===== config.mk =====
export PLATFORM = sky130hd
export DESIGN_NAME = udp_tx_fifo_ctrl
export DESIGN_NICKNAME = d
export VERILOG_FILES = /design/src/rtl/udp_fifo_pkg.sv /design/src/rtl/udp_fifo_ptr.sv /design/src/rtl/udp_tx_fifo_ctrl.sv
export SDC_FILE = /design/constraint.sdc
export NUM_CORES = 1
export LEC_CHECK = 0
export CAP_MARGIN = 5
export CORE_MARGIN = 2
export CORE_UTILIZATION = 50
export CTS_BUF_LIST = sky130_fd_sc_hd__clkbuf_4 sky130_fd_sc_hd__clkbuf_8
export DETAILED_ROUTE_END_ITERATION = 7
export PLACE_DENSITY = 0.77
export SLEW_MARGIN = 20
export SYNTH_ARGS = -nofsm -noshare
export SYNTH_HDL_FRONTEND = slang
export SYNTH_SLANG_ARGS = --single-unit

===== constraint.sdc =====
create_clock -name clk -period 2.58 [get_ports clk]
set_input_delay 0.516 -clock clk [delete_from_list [all_inputs] [get_ports clk]]
set_output_delay 0.516 -clock clk [all_outputs]
set_load 0.01 [all_outputs]

===== src/rtl/udp_fifo_pkg.sv =====
// rtl/udp_fifo_pkg.sv - shared widths and threshold defaults for the UDP tx FIFO
package udp_fifo_pkg;

  localparam int UDP_TX_DATA_WIDTH    = 8;
  localparam int UDP_TX_ADDR_WIDTH    = 4;
  localparam int UDP_AE_LEVEL_DEFAULT = 2;

  // One extra pointer bit acts as the wrap flag for full/empty disambiguation
  function automatic int ptr_width(input int addr_width);
    return addr_width + 1;
  endfunction

  function automatic int af_level_default(input int addr_width);
    return (2 ** addr_width) - 2;
  endfunction

endpackage


===== src/rtl/udp_fifo_ptr.sv =====
// rtl/udp_fifo_ptr.sv - wrap-flagged FIFO pointer with full (write side) or empty (read side) compare
module udp_fifo_ptr
  import udp_fifo_pkg::*;
#(
  parameter int ADDR_WIDTH = UDP_TX_ADDR_WIDTH,
  parameter bit IS_WR      = 1'b1
) (
  input  logic                             clk,
  input  logic                             rst,
  input  logic                             inc_i,
  input  logic [ptr_width(ADDR_WIDTH)-1:0] other_ptr_i,
  output logic [ptr_width(ADDR_WIDTH)-1:0] ptr_o,
  output logic                             flag_o
);

  localparam int PW = ptr_width(ADDR_WIDTH);

  logic [PW-1:0] ptr_q, ptr_d;
  logic          same_addr, same_wrap;

  always_comb begin
    ptr_d = ptr_q + PW'(inc_i);
  end

  always_ff @(posedge clk or posedge rst) begin
    if (rst) ptr_q <= '0;
    else     ptr_q <= ptr_d;
  end

  assign same_addr = (ptr_q[ADDR_WIDTH-1:0] == other_ptr_i[ADDR_WIDTH-1:0]);
  assign same_wrap = (ptr_q[PW-1] == other_ptr_i[PW-1]);
  assign ptr_o     = ptr_q;
  assign flag_o    = IS_WR ? (same_addr & ~same_wrap) : (same_addr & same_wrap);

endmodule


===== src/rtl/udp_tx_fifo_ctrl.sv =====
// rtl/udp_tx_fifo_ctrl.sv - FWFT FIFO controller: async-read RAM plus one output holding register
module udp_tx_fifo_ctrl
  import udp_fifo_pkg::*;
#(
  parameter int ADDR_WIDTH = UDP_TX_ADDR_WIDTH,
  parameter int DATA_WIDTH = UDP_TX_DATA_WIDTH,
  parameter int AF_LEVEL   = af_level_default(ADDR_WIDTH),
  parameter int AE_LEVEL   = UDP_AE_LEVEL_DEFAULT
) (
  input  logic                  clk,
  input  logic                  rst,
  input  logic                  wr_en,
  input  logic [DATA_WIDTH-1:0] wr_data,
  output logic                  full,
  output logic                  almost_full,
  output logic                  overflow,
  input  logic                  rd_en,
  output logic [DATA_WIDTH-1:0] rd_data,
  output logic                  empty,
  output logic                  almost_empty,
  output logic                  underflow,
  output logic [ADDR_WIDTH:0]   data_count
);

  localparam int            PW    = ptr_width(ADDR_WIDTH);
  localparam int            DEPTH = 2 ** ADDR_WIDTH;
  localparam logic [PW-1:0] AF_L  = PW'(AF_LEVEL);
  localparam logic [PW-1:0] AE_L  = PW'(AE_LEVEL);

  logic [DATA_WIDTH-1:0] mem_q [DEPTH];
  logic [PW-1:0]         wr_ptr, rd_ptr;
  logic                  ram_full, ram_empty;
  logic                  push, pop, load;

  logic                  valid_q, valid_d;
  logic [DATA_WIDTH-1:0] rd_data_q, rd_data_d;
  logic [PW-1:0]         count_q, count_d;
  logic                  ovf_q, unf_q;

  udp_fifo_ptr #(.ADDR_WIDTH(ADDR_WIDTH), .IS_WR(1'b1)) u_wr_ptr (
    .clk         (clk),
    .rst         (rst),
    .inc_i       (push),
    .other_ptr_i (rd_ptr),
    .ptr_o       (wr_ptr),
    .flag_o      (ram_full)
  );

  udp_fifo_ptr #(.ADDR_WIDTH(ADDR_WIDTH), .IS_WR(1'b0)) u_rd_ptr (
    .clk         (clk),
    .rst         (rst),
    .inc_i       (load),
    .other_ptr_i (wr_ptr),
    .ptr_o       (rd_ptr),
    .flag_o      (ram_empty)
  );

  // Load decision uses the pre-edge RAM state, so a word written this edge is never loaded this edge
  always_comb begin
    push      = wr_en & ~ram_full;
    pop       = rd_en & valid_q;
    load      = (~valid_q | pop) & ~ram_empty;
    valid_d   = valid_q;
    rd_data_d = rd_data_q;
    if (load) begin
      valid_d   = 1'b1;
      rd_data_d = mem_q[rd_ptr[ADDR_WIDTH-1:0]];
    end else if (pop) begin
      valid_d   = 1'b0;
    end
    count_d   = count_q + PW'(push) - PW'(pop);
  end

  always_ff @(posedge clk) begin
    if (push) mem_q[wr_ptr[ADDR_WIDTH-1:0]] <= wr_data;
  end

  always_ff @(posedge clk or posedge rst) begin
    if (rst) begin
      valid_q   <= 1'b0;
      rd_data_q <= '0;
      count_q   <= '0;
      ovf_q     <= 1'b0;
      unf_q     <= 1'b0;
    end else begin
      valid_q   <= valid_d;
      rd_data_q <= rd_data_d;
      count_q   <= count_d;
      ovf_q     <= wr_en & ram_full;
      unf_q     <= rd_en & ~valid_q;
    end
  end

  assign full         = ram_full;
  assign empty        = ~valid_q;
  assign rd_data      = rd_data_q;
  assign data_count   = count_q;
  assign overflow     = ovf_q;
  assign underflow    = unf_q;
  assign almost_full  = (count_q >= AF_L);
  assign almost_empty = (count_q <= AE_L);

endmodule

==> impl_metrics.ini <==
[route]
vias = 3201
first_pass_iters = 5
avgRoutedWirePerCell_microns = 20.58
viasPerCell = 5.626
wl_microns = 11710
first_iter_violations = 340
drc = 0
drtAntennaViolNets = 0

[timing]
clock-skew-final_ns = 0.01071
slew_headroom_pct = 51.31
tns_ns = 0
rsz0062_at_grt = no
hold_viol_final = 0
layout_min_cycle_time_ns = 2.444
drv_slew = 0
post-route-period-util_pct = 94.75
finalSetupViolCount = 0
tightest_slew_ns = 0.7281
fmax_ghz = 0.4091

[hold_path]
hold_path.class = reg -> reg
hold_depth = 1
hold_path.startpoint = valid_q
whs_endpoint = underflow

[pwr]
power_frac_seq_pct = 41.7
p_per_area_nw_per_um2 = 1092
leakagePower_nw = 2.612
p_sw_share_pct = 31.77
clkPwrFrac_pct = 21.6
irDropWorstVdd_uv = 389.3
power_frac_comb_pct = 36.7
power_switching_w = 0.002542
p_int_w = 0.005461

[cts]
ctsHoldBuffers = 0
cts-root-buf = clkbuf_8
htreeDepth = 4
cts_sinks = 154
cts_buffer_depth = 2
numCtsBuffers = 17
cts_tree = built
clk_pin_slew_ns = 0.08
cts_setup_buffers = 0
clk_latency_ns = 0.44

[cells_and_area]
drive_gt1_share_pct = 23.69
antenna_cells = 0
final_cell_mix = edfxtp_1 (128), clkdlybuf4s50_1 (29), buf_4 (27)
stdcell_area_sq_um = 7327
final_cells = 569
fillers = 864
layout_commonest_cell = edfxtp_1
syn_to_final_growth_pct = 16.38
final_nets = 415

[floorplan]
pin_count = 31
die_w_microns = 116.2
core_sq_um = 12160
die_area_sq_um = 13510
fp-row-count = 40
start_util_pct = 51.77
fp.dieH_microns = 116.2

[place]
dp.cells = 537
gp_congestion = 0.7873
hpwl_microns = 7684
port_buffers = 30
placed_area_sq_um = 6940

[worst_setup_path]
cp_data_required_time_ns = 2.06
cp-start-kind = flop
cp_max_fo = 5
r2r_slack_ns = 0.23
reg2regPathDepth = 11
worstSetupPathType = reg -> out
regToRegStartpoint = u_rd_ptr.ptr_o[2]
cp.arrival_ns = 1.93
worstReg2RegEnd = data_count[4]
end_kind = primary output

[global_route]
grt_max_degree = 35
gr-total-overflow = 0
grt_pass1_wl_microns = 17860
antenna_found_initial = 0
grt_pass1_vias = 3174
grt_use_total_pct = 18.97

[logic_synthesis]
synthDistinctLibCells = 37
syn-cell-area_sq_um = 6296
ys.flop_type = edfxtp_1
synth.avg_cell_area_sq_um = 19.25
synth_nets = 354
synthCells = 327
yosysWarnings = 0
yosysTopAreaCell = edfxtp_1
yosys-top-cells-area = edfxtp_1 (61%), dfrtp_1 (10%), mux4_2 (7.2%), mux4_1 (5.0%), ha_1 (2.8%)
synth-edff-count = 128
synth_top_area_share_pct = 61.05
ys_ff_latch = 154
yosysSeqAreaShare_pct = 71.38
ys_async_sr_fraction_pct = 16.88

[run]
cap_violations = 0

[run_status]
status = finished clean
## synth_stat cells (all sizes together) (2+ instances only)
master   count
edfxtp     128
mux4        32
dfrtp       26
a22oi       16
nor2        15
ha          14
inv         13
nand2       11
buf         10
xnor2       10
mux2         8
clkbuf       6
a21oi        4
nor2b        4
xor2         4
and2         3
nand3        3
nor3         3
nor4         3
o2111ai      3
nand2b       2
o21ai        2
## worst max-delay path: stages, from the launching register on
cell             delay (ns)
dfrtp_1                0.43
inv_1                  0.09
ha_1                   0.21
nor2b_1                0.13
o21a_1                 0.16
clkdlybuf4s50_1        0.47
## registers in the layout (all words and copies together) (netlist names)
register	count
data_count	5
mem_q	128
overflow	1
rd_data	8
u_rd_ptr.ptr_o	5
u_wr_ptr.ptr_o	5
underflow	1
valid_q	1
## stage by stage
stage          setup slack, ns  power (W)  utilization [%]  hold WS [ns]
2_1_floorplan          0.08479   0.005369                -        0.4163
3_3_place_gp           0.05784   0.006257            57.07        0.4513
3_5_place_dp           0.01267   0.006360            57.07        0.4634
4_1_cts                0.09207   0.008077            60.25        0.4867
5_1_grt               0.005280   0.008425            60.25        0.4910
6_report                0.1355   0.008003            60.25        0.4709
## power by group through the flow
stage	combinational (W)	sequential (W)	clock [W]
3_5_place_dp	0.00297	0.00339	0
3_3_place_gp	0.00289	0.00337	0
2_1_floorplan	0.00200	0.00337	0
6_report	0.00294	0.00334	0.00173
5_1_grt	0.00319	0.00338	0.00185
4_1_cts	0.00298	0.00335	0.00175
## per-layer routing
metal / track usage [%] / wire length [microns] / part of all wire (%)
met1: 26.09 / 5074 / 43
met2: 29.43 / 5575 / 48
met3: 4.930 / 764 / 6.5
met4: 7.619 / 296 / 2.5
met5: 0 / 0 / 0
## kinds of logic (layout without fill, tap and decap cells)
family,count (synthesis),count (layout),share of synthesized area [%]
muxes,40,40,14.07
buffers and inverters,29,103,2.563
and+or+nand+nor,48,48,3.716
AOI/OAI and AO/OA,27,27,3.219
adders and majority gates,15,15,3.100
xor gates and xnor gates,14,14,1.947
DFF,154,154,71.38
## area by class of cell
class                   instances  area [sq um]  share of cell area, %
inverters                      13         48.80                 0.6660
multi-input cells             144          1670                  22.80
flip-flops and latches        154          4497                  61.37
well taps                     168         210.2                  2.869
repair buffers                 58         521.8                  7.121
clock inverters                12         122.6                  1.674
clock buffers                  20         256.5                  3.501
## what timing repair did
item	4_1_cts	5_1_grt
setup endpoints to repair	1	0
hold endpoints to repair	0	0
gates resized for setup	3	0
## how the worst max path moves through the flow
stage                           start            end  slack, ns  cells after the start
finish                  data_count[2]   almost_empty       0.14                      5
global route            data_count[2]   almost_empty      0.005                      5
CTS                     data_count[2]   almost_empty       0.09                      5
detailed placement              rd_en  data_count[4]       0.01                     10
floorplan           u_rd_ptr.ptr_o[1]  data_count[4]       0.08                     12
global placement                rd_en  data_count[4]       0.06                     10
No activity file was read; power rests on OpenSTA's default activity.
